--- src/rtl/retire_trace_buffer.sv ---
// Retire trace FIFO: captures retired instructions from WB, drains to a trace consumer, halts after a halt retire.
// Optional data-memory fields per entry are enabled with the RETIRE_TRACE_DMEM_EN macro.
module retire_trace_buffer #(
    parameter int DEPTH = 8
) (
    input  logic        i_clk,
    input  logic        i_rst,
    input  logic        i_retire_valid,
    input  logic [31:0] i_retire_pc,
    input  logic [31:0] i_retire_inst,
    input  logic [4:0]  i_retire_rd_waddr,
    input  logic [31:0] i_retire_rd_wdata,
    input  logic        i_retire_trap,
    input  logic        i_retire_halt,
`ifdef RETIRE_TRACE_DMEM_EN
    input  logic [31:0] i_retire_dmem_addr,
    input  logic        i_retire_dmem_ren,
    input  logic        i_retire_dmem_wen,
    input  logic [31:0] i_retire_dmem_wdata,
    output logic [31:0] o_trace_dmem_addr,
    output logic        o_trace_dmem_ren,
    output logic        o_trace_dmem_wen,
    output logic [31:0] o_trace_dmem_wdata,
`endif
    output logic        o_trace_valid,
    input  logic        i_trace_ready,
    output logic [31:0] o_trace_pc,
    output logic [31:0] o_trace_inst,
    output logic [31:0] o_trace_rd_data,
    output logic [4:0]  o_trace_rd,
    output logic [1:0]  o_trace_flags,
    output logic [$clog2(DEPTH):0] o_count,
    output logic [1:0]  o_state,
    output logic        o_halted,
    output logic        o_overflow,
    output logic [31:0] o_retire_count,
    output logic [15:0] o_drop_count
);
    localparam int AW = $clog2(DEPTH);
    localparam int CW = AW + 1;

    typedef enum logic [1:0] {
        RUN    = 2'd0,
        DRAIN  = 2'd1,
        HALTED = 2'd2
    } state_t;

    typedef struct packed {
        logic [31:0] pc;
        logic [31:0] inst;
        logic [4:0]  rd;
        logic [31:0] rd_data;
        logic        trap;
        logic        halt;
`ifdef RETIRE_TRACE_DMEM_EN
        logic [31:0] dmem_addr;
        logic        dmem_ren;
        logic        dmem_wen;
        logic [31:0] dmem_wdata;
`endif
    } entry_t;

    entry_t          mem [DEPTH];
    entry_t          wr_entry;
    entry_t          head;

    state_t          state_q, state_d;
    logic [AW-1:0]   wr_ptr_q, wr_ptr_d;
    logic [AW-1:0]   rd_ptr_q, rd_ptr_d;
    logic [CW-1:0]   count_q, count_d;
    logic            overflow_q, overflow_d;
    logic [31:0]     retire_count_q, retire_count_d;
    logic [15:0]     drop_count_q, drop_count_d;

    logic            full, in_run, push, pop, drop;

    always_comb begin
        wr_entry         = '0;
        wr_entry.pc      = i_retire_pc;
        wr_entry.inst    = i_retire_inst;
        wr_entry.rd      = i_retire_rd_waddr;
        wr_entry.rd_data = i_retire_rd_wdata;
        wr_entry.trap    = i_retire_trap;
        wr_entry.halt    = i_retire_halt;
`ifdef RETIRE_TRACE_DMEM_EN
        wr_entry.dmem_addr  = i_retire_dmem_addr;
        wr_entry.dmem_ren   = i_retire_dmem_ren;
        wr_entry.dmem_wen   = i_retire_dmem_wen;
        wr_entry.dmem_wdata = i_retire_dmem_wdata;
`endif
    end

    always_comb begin
        full   = (count_q == CW'(DEPTH));
        in_run = (state_q == RUN);
        pop    = (count_q != '0) && i_trace_ready;
        // A full FIFO still accepts a retire when the head leaves in the same cycle.
        push   = i_retire_valid && in_run && (!full || pop);
        drop   = i_retire_valid && in_run && full && !pop;

        wr_ptr_d       = push ? wr_ptr_q + 1'b1 : wr_ptr_q;
        rd_ptr_d       = pop  ? rd_ptr_q + 1'b1 : rd_ptr_q;
        count_d        = count_q + CW'(push) - CW'(pop);
        overflow_d     = overflow_q | drop;
        retire_count_d = retire_count_q + 32'(i_retire_valid && in_run);
        drop_count_d   = (drop && drop_count_q != 16'hFFFF) ? drop_count_q + 16'd1 : drop_count_q;

        state_d = state_q;
        case (state_q)
            RUN:     if (i_retire_valid && i_retire_halt) state_d = DRAIN;
            DRAIN:   if (count_q == '0) state_d = HALTED;
            HALTED:  state_d = HALTED;
            default: state_d = RUN;
        endcase
    end

    always_ff @(posedge i_clk) begin
        if (i_rst) begin
            state_q        <= RUN;
            wr_ptr_q       <= '0;
            rd_ptr_q       <= '0;
            count_q        <= '0;
            overflow_q     <= 1'b0;
            retire_count_q <= '0;
            drop_count_q   <= '0;
        end else begin
            state_q        <= state_d;
            wr_ptr_q       <= wr_ptr_d;
            rd_ptr_q       <= rd_ptr_d;
            count_q        <= count_d;
            overflow_q     <= overflow_d;
            retire_count_q <= retire_count_d;
            drop_count_q   <= drop_count_d;
        end
    end

    always_ff @(posedge i_clk) begin
        if (push) mem[wr_ptr_q] <= wr_entry;
    end

    assign head            = mem[rd_ptr_q];
    assign o_trace_valid   = (count_q != '0);
    assign o_trace_pc      = head.pc;
    assign o_trace_inst    = head.inst;
    assign o_trace_rd      = head.rd;
    assign o_trace_rd_data = head.rd_data;
    assign o_trace_flags   = {head.trap, head.halt};
`ifdef RETIRE_TRACE_DMEM_EN
    assign o_trace_dmem_addr  = head.dmem_addr;
    assign o_trace_dmem_ren   = head.dmem_ren;
    assign o_trace_dmem_wen   = head.dmem_wen;
    assign o_trace_dmem_wdata = head.dmem_wdata;
`endif
    assign o_count         = count_q;
    assign o_state         = state_q;
    assign o_halted        = (state_q == HALTED);
    assign o_overflow      = overflow_q;
    assign o_retire_count  = retire_count_q;
    assign o_drop_count    = drop_count_q;
endmodule

--- config.mk ---
export PLATFORM = sky130hd
export DESIGN_NAME = retire_trace_buffer
export DESIGN_NICKNAME = d
export VERILOG_FILES = /design/src/rtl/retire_trace_buffer.sv
export SDC_FILE = /design/constraint.sdc
export NUM_CORES = 1
export LEC_CHECK = 0
export BUFFER_PORTS_ARGS = -buffer_cell sky130_fd_sc_hd__buf_4
export CORE_MARGIN = 4
export CORE_UTILIZATION = 49
export DETAILED_ROUTE_END_ITERATION = 10
export GPL_ROUTABILITY_DRIVEN = 0
export PLACE_DENSITY_LB_ADDON = 0.08
export SLEW_MARGIN = 20
export SYNTH_ARGS = -nofsm -noshare
export SYNTH_HDL_FRONTEND = slang
export SYNTH_SLANG_ARGS = --single-unit
--- constraint.sdc ---
create_clock -name i_clk -period 16.6 [get_ports i_clk]
set_clock_uncertainty 0.15 [all_clocks]
set_input_delay 4.98 -clock i_clk [delete_from_list [all_inputs] [get_ports i_clk]]
set_output_delay 4.98 -clock i_clk [all_outputs]
set_load 0.03 [all_outputs]
==> results.cfg, run 1 <==
[setup_path]
crit_arrival_ps = 4210
cpLargestDelayFamily = buffers and inverters
cpMaxStageDelayCell = buf_4
critPathMaxFanout = 45
cp-end-kind = output pin
max_stage_delay_ps = 830
critPathMostFrequentCell = buf_4
cp.required_ps = 11470
ff2ff_setup_slack_ps = 12240
path_class = reg -> out
cp_cell_sequence = buf_4 -> buf_4 -> mux4_2 -> mux2_2 -> buf_4
cp-start-kind = flop
worst-path-buf-inv = 3

[synth]
synth-async-reset-ratio_pct = 0
synth_flop_cell = edfxtp_1
syn_nets = 1656
syn_inst = 1534
ys_seq_area_share_pct = 76.7
synth_seq_cells = 888
synth-edff-count = 824
avgSynthCellArea_um2 = 22.1
synth_cell_types = 44
yosys_warnings = 0
syn_area_mm2 = 0.0339

[pwr]
p_leak_nw = 12.9
comb_power_share_pct = 25.9
clkPwrFrac_pct = 31.4
switching_power_mw = 1.81
power.total_mw = 6.35
switching_share_pct = 28.5
p_per_area_mw_per_mm2 = 159
seqPwrFrac_pct = 42.7
p_int_mw = 4.54
ir_drop_mv = 0.114

[timing]
slew_headroom_pct = 27.9
tns_ps = 0
slew_violations = 0
fin_crit_sh_pct = 56.3
hold_viol_final = 0
tightest_slew_ps = 1080
timing.hold.ws_ps = 300
period_needed_ps = 9340
fmax_ghz = 0.107
rsz0062_at_grt = false
setup_violations = 0

[routing]
wl_met3_um = 4040
drc_errors = 0
dr_total_vias = 15900
wl_met2_um = 34200
dr.max_layer_used = met5
wire_per_inst_um = 24.3
viasPerCell = 5.56
drt_iter0_drc = 1102
drt_wl_total_um = 69500
firstDrtPassIters = 5
antenna_left = 0
wl_met1_um = 29500

[global_routing]
track_usage_pct = 18.9
grt_start_max_net_pins = 104
grt_pass1_wl_um = 105000
grt_pass1_vias = 17100
antenna_found_initial = 7
overflow = 0

[clocking]
post_cts.repair.setup_buffers = 0
numCtsBuffers = 93
cts_tree = done
clk_latency_ps = 610
cts_resized = 0
postCtsHoldBufs = 0
cts_buffer_depth = 3
cts_max_level = 3
cts-root-buf = clkbuf_16
cts_num_sinks = 888
cts.clk_slew.worst_paths_ps = 60

[die]
row_count = 96
die_h_um = 271
core-area_mm2 = 0.0686
die_x_um = 271
start_util_pct = 49.5
die-area_mm2 = 0.0735
io_pins = 267

[cells_and_area]
post_route_cells_drive_above_1_share_pct = 38.9
nets = 1972
synthToLayoutAreaGrowth_pct = 17.7
n_fill_cell = 5046

[run_status]
status = finished clean

[placement]
dpl.hpwl_um = 37800
io_buffers = 266

[hold_path]
min-delay-path-class = reg -> reg

[run]
drv_cap = 0
-- layout make-up --
class	instances	area (um^2)	area share [%]
Sequential cell	888	26000	65.2
Multi-Input combinational cell	564	7530	18.8
Clock buffer	113	2460	6.17
Timing Repair Buffer	290	2210	5.54
Tap cell	931	1160	2.92
Clock inverter	53	478	1.20
Inverter	13	48.8	0.122
Antenna cell	3	7.51	0.0188
-- kinds of logic after synthesis --
| family | Yosys count | synth area share [%] |
|---|---|---|
| XOR/XNOR | 45 | 1.16 |
| adder cells (fa/ha/maj) | 15 | 0.575 |
| AND/OR/NAND/NOR | 171 | 2.70 |
| buffers and inverters | 82 | 1.32 |
| multiplexers | 314 | 17.2 |
| flip-flops | 888 | 76.7 |
| AO/OA/AOI/OAI | 19 | 0.317 |
-- per-layer routing --
| metal | global-route usage, % | up-vias |
|---|---|---|
| li1 | - | 6977 |
| met2 | 31.2 | 370 |
| met4 | 5.15 | 8 |
| met5 | 0 | - |
| met1 | 25.7 | 8402 |
| met3 | 4.58 | 123 |
-- metrics by stage --
stage | utilization, % | instance area, um^2 | cells | worst slack [ps]
2_1_floorplan | - | 33900 | 1534 | 462
3_3_place_gp | 53.9 | 37000 | 2686 | 7740
3_5_place_dp | 53.9 | 37000 | 2686 | 7690
4_1_cts | 58.2 | 39900 | 2852 | 7050
5_1_grt | 58.2 | 39900 | 2852 | 6820
6_report | 58.2 | 39900 | 2855 | 7260
-- cell usage in the layout, fill, tap and decap left out, drive strengths merged, types with 2 or more instances in the layout --
cell	netlist	routed
diode	0	3
nand3	15	15
ha	14	14
or3	2	2
and3	4	4
nor3b	3	3
nand4	16	16
bufinv	0	8
nor4	6	6
clkinv	1	42
mux2i	4	4
a21oi	8	8
xor2	16	16
and4	10	10
edfxtp	824	824
nor3	20	20
mux2	104	104
and2	5	5
nor2b	4	4
nand2	24	24
inv	12	15
o21ai	6	6
mux4	206	206
xnor2	29	29
clkbuf	24	113
nor2	58	58
dfxtp	64	64
buf	45	290
-- worst min-delay path: stages (launching register included) --
cell and delay (ps):
dfxtp_1 310, inv_1 50, a21oi_1 50
-- cells in the mapped netlist (15+ instances only) --
library cell	number	area [um^2]
dfxtp_1	64	1280
nor3_1	20	100
edfxtp_1	824	24700
mux4_2	206	4640
mux2_2	103	1160
nor2_1	57	214
buf_6	16	180
xnor2_1	29	254
buf_2	15	75.1
clkbuf_1	24	90.1
xor2_1	16	140
nand2_1	24	90.1
nand3_1	15	75.1
-- worst paths after layout --
path,start,endpoint,depth (start not counted)
setup / recovery,flop,o_trace_pc[11],5
hold reg to reg,o_overflow$_SDFF_PP0_,o_overflow$_SDFF_PP0_,2
setup reg to reg,o_count[3]$_SDFF_PP0_,mem[7][86]$_DFFE_PP_,8
hold / removal,o_overflow$_SDFF_PP0_,o_overflow$_SDFF_PP0_,2
-- power by group through the flow --
stage                     sequential, mW  combinational (mW)  clock [mW]
after floorplan                     2.78                1.18           0
after global placement              2.76                1.68           0
after detailed placement            2.77                1.68           0
after CTS                           2.72                1.69        2.05
after global routing                2.73                1.76        2.15
final                               2.71                1.65        1.99
-- flip-flops by register name, summed over array words and instances, names as in the netlist, named ones only --
signal,cells
o_retire_count,32
o_count,4
o_overflow,1
o_drop_count,16
wr_ptr_q,3
o_state,2
mem,824
rd_ptr_q,3
Power figures use the tool's default switching activity.
==> inputs of run 2 (changes only) <==
- clock period: 16.6 -> 9.4 ns (I/O delays scaled with it)
==> results.cfg, run 2 (same netlist as run 1, synthesis figures left out) <==
[timing]
fin_crit_sh_pct = 66.9
tns_ps = 0
period_needed_ps = 6280
slew_violations = 0
setup_violations = 0
tightest_slew_ps = 1050
worst_slack_ps = 3120
fmax_ghz = 0.159
slew_headroom_pct = 29.7
rsz0062_at_grt = false
hold_viol_final = 0
timing.hold.ws_ps = 302

[hold_path]
whs_endpoint = o_overflow$_SDFF_PP0_
holdPathStages = 2
hold_path_startpoint = o_overflow$_SDFF_PP0_
min-delay-path-class = reg -> reg

[global_routing]
track_usage_pct = 18.7
grt_start_max_net_pins = 157
grt_pass1_vias = 17100
grt_pass1_wl_um = 104000
overflow = 0
antenna_found_initial = 8

[clocking]
numCtsBuffers = 92
cts_resized = 0
cts_num_sinks = 888
post_cts.repair.setup_buffers = 0
cts.clk_slew.worst_paths_ps = 60
cts_max_level = 3
cts-root-buf = clkbuf_16
postCtsHoldBufs = 0
clk_latency_ps = 610
cts_buffer_depth = 3
cts_tree = done

[routing]
firstDrtPassIters = 5
dr_total_vias = 15700
wire_per_inst_um = 23.7
antenna_left = 0
viasPerCell = 5.50
drt_wl_total_um = 67800
drc_errors = 0
drt_iter0_drc = 1081

[cells_and_area]
post_route_cells_drive_above_1_share_pct = 39.0
n_fill_cell = 5104
nets = 1971
final_common_cell = edfxtp_1
fin_util_pct = 58.3
synthToLayoutAreaGrowth_pct = 17.8
final-seq-area_mm2 = 0.0260
largest_reg_flops = 824
final_cell_mix = edfxtp_1, buf_4, mux4_2, mux2_2, clkbuf_16
multiInputGateArea_mm2 = 0.00753
largest_register = mem

[pwr]
switching_share_pct = 28.1
switching_power_mw = 3.15
p_per_area_mw_per_mm2 = 280
power.total_mw = 11.2
comb_power_share_pct = 25.9
clkPwrFrac_pct = 31.4
p_int_mw = 8.04
seqPwrFrac_pct = 42.8
ir_drop_mv = 0.204
p_leak_nw = 12.9

[setup_path]
cp-start-kind = flop
cp-end-kind = output pin
crit_arrival_ps = 3310
ff2ff_setup_slack_ps = 5820
path_class = reg -> out
cp.required_ps = 6430
rr_endpoint = mem[2][36]$_DFFE_PP_
r2r_cells = 8
r2r_start = o_count[2]$_SDFF_PP0_
critPathMaxFanout = 156

[die]
die_h_um = 271
io_pins = 267
die_x_um = 271
start_util_pct = 49.5
row_count = 96
core-area_mm2 = 0.0686
die-area_mm2 = 0.0735

[run]
drv_cap = 0

[run_status]
status = finished clean

[placement]
io_buffers = 266
dpl.hpwl_um = 35900
pre_cts_slack_ps = 3470
==> run 2: through the flow <==
| stage | cells | cell area [um^2] |
|---|---|---|
| 2_1_floorplan | 1534 | 33900 |
| 3_3_place_gp | 2686 | 37000 |
| 3_5_place_dp | 2686 | 37000 |
| 4_1_cts | 2856 | 40000 |
| 5_1_grt | 2856 | 40000 |
| 6_report | 2860 | 40000 |
==> run 2: layout make-up <==
class / count / share of cell area [%]
flip-flops and latches: 888 / 65.1
multi-input cells: 564 / 18.8
clock buffers: 118 / 6.34
repair buffers: 290 / 5.60
well taps: 931 / 2.91
clock inverters: 52 / 1.04
inverters: 13 / 0.122
diodes: 4 / 0.0250
==> run 2: worst max path at each step <==
stage	to	cells past startpoint
floorplan	mem[6][0]$_DFFE_PP_	4
global placement	mem[2][38]$_DFFE_PP_	7
detailed placement	mem[2][40]$_DFFE_PP_	7
CTS	o_trace_flags[0]	4
global route	o_trace_flags[0]	4
finish	o_trace_flags[0]	4
==> run 2: routing by layer <==
metal	track usage [%]	part of all wire [%]
met4	4.72	1.8
met1	25.3	42
met3	4.94	6.1
met5	0	0.093
met2	30.7	50
==> run 2: power by group through the flow <==
stage	logic (mW)	registers [mW]	clock network [mW]
2_1_floorplan	2.08	4.87	0
3_3_place_gp	2.95	4.86	0
3_5_place_dp	2.97	4.88	0
4_1_cts	2.98	4.80	3.61
5_1_grt	3.11	4.82	3.80
6_report	2.89	4.79	3.51
==> run 2: critical path, cell delays in order (launching register included) <==
cell and delay, ps:
dfxtp_4 850, buf_12 770, mux4_2 430, mux2_2 340
buf_4 190
==> inputs of run 3 (changes only) <==
- clock period: 9.4 -> 6.2 ns (I/O delays scaled with it)
==> results.cfg, run 3 (same netlist as run 1, synthesis figures left out) <==
[run_status]
status = finished clean

[clocking]
cts_buffer_depth = 3
numCtsBuffers = 91
cts.clk_slew.worst_paths_ps = 60
cts-root-buf = clkbuf_16
clk_latency_ps = 610
cts_resized = 0
postCtsHoldBufs = 0
cts_max_level = 3
post_cts.repair.setup_buffers = 0
cts_num_sinks = 888
cts_tree = done

[timing]
rsz0062_at_grt = false
period_needed_ps = 4970
tightest_slew_ps = 1010
setup_violations = 0
fin_crit_sh_pct = 80.2
timing.hold.ws_ps = 303
slew_violations = 0
hold_viol_final = 0
slew_headroom_pct = 32.6
fmax_ghz = 0.201

[global_routing]
grt_start_max_net_pins = 87
overflow = 0
track_usage_pct = 18.5
grt_pass1_vias = 16800
gr-usage-met3_pct = 4.15
grtUsageMet2_pct = 30.8
grt_pass1_wl_um = 103000
grt.busiest_layer = met2
antenna_found_initial = 4
grt_util_met1_pct = 25.1

[cells_and_area]
layoutNonFillerInstCount = 2857
multiInputGateArea_mm2 = 0.00757
largest_reg_flops = 824
largest_register = mem
final_cell_mix = edfxtp_1, buf_4, mux4_2, mux2_2, clkbuf_16
n_fill_cell = 4980
synthToLayoutAreaGrowth_pct = 18.3
final-seq-area_mm2 = 0.0260
post_route_cells_drive_above_1_share_pct = 39.1
final_common_cell = edfxtp_1
antenna_cells = 0
nets = 1978

[setup_path]
critPathMostFrequentCell = buf_4
cpMaxStageDelayCell = dfxtp_4
cp-start-kind = flop
cpLargestDelayFamily = multiplexers
crit_arrival_ps = 2960
cp-end-kind = output pin
cp_cell_sequence = buf_4 -> mux4_2 -> mux2_2 -> buf_4
path_class = reg -> out
worst-path-buf-inv = 2
max_stage_delay_ps = 840
critPathMaxFanout = 32
cp.required_ps = 4190

[die]
die_h_um = 271
io_pins = 267
row_count = 96
die_x_um = 271
die-area_mm2 = 0.0735
start_util_pct = 49.5
core-area_mm2 = 0.0686

[placement]
dpl.hpwl_um = 37500
io_buffers = 266
placed_cells = 2694

[run]
drv_cap = 0

[pwr]
ir_drop_mv = 0.321
p_per_area_mw_per_mm2 = 421
p_leak_nw = 12.9

[routing]
dr_total_vias = 15800
drc_errors = 0
drt_wl_total_um = 67600
viasPerCell = 5.54
drt_iter0_drc = 985
antenna_left = 0
wire_per_inst_um = 23.7
firstDrtPassIters = 5

[hold_path]
min-delay-path-class = reg -> reg
run 3: through the flow:
| step | setup TNS (ps) | cell area (um^2) | worst slack (ps) | total power, mW | util, % |
|---|---|---|---|---|---|
| final | 0 | 40100 | 1230 | 16.9 | 58.5 |
| after global routing | 0 | 40100 | 984 | 17.7 | 58.5 |
| after CTS | 0 | 40100 | 1080 | 17.2 | 58.5 |
| after detailed placement | 0 | 37300 | 1380 | 12.0 | 54.4 |
| after global placement | 0 | 37300 | 1440 | 11.9 | 54.4 |
| after floorplan | -15600 | 34000 | -142 | 10.5 | - |
run 3: final cells by class:
type,instances,area share (%)
Clock buffer,115,6.08
Clock inverter,48,0.995
Inverter,13,0.122
Multi-Input combinational cell,564,18.9
Sequential cell,888,64.9
Tap cell,931,2.90
Timing Repair Buffer,298,6.17
run 3: path summary, 6_finish.rpt:
| path | from | endpoint | slack (ps) | depth (start not counted) |
|---|---|---|---|---|
| max reg2reg | o_count[2]$_SDFF_PP0_ | mem[4][74]$_DFFE_PP_ | 2740 | 7 |
| max | flop | o_trace_pc[28] | 1230 | 4 |
| min | o_overflow$_SDFF_PP0_ | o_overflow$_SDFF_PP0_ | 300 | 2 |
| min reg2reg | o_overflow$_SDFF_PP0_ | o_overflow$_SDFF_PP0_ | 300 | 2 |
run 3: layer usage:
metal  routed length (um)  part of all wire (%)
met5                   58                 0.086
met4                 1150                   1.7
met3                 3710                   5.5
met2                34100                    50
met1                28600                    42
run 3: power breakdown:
| group | switching, mW | internal, mW | total [mW] |
|---|---|---|---|
| combinational | 2.45 | 2.03 | 4.47 |
| clock | 2.15 | 3.03 | 5.18 |
| sequential | 0.212 | 7.05 | 7.27 |
run 3: worst register-to-register path, cell delays in order (launching register included):
cell and delay (ps):
dfxtp_1 340, inv_1 80, ha_1 220, or2b_1 280, a31oi_1 460, nand2_1 360, nor3_4 860, buf_12 350
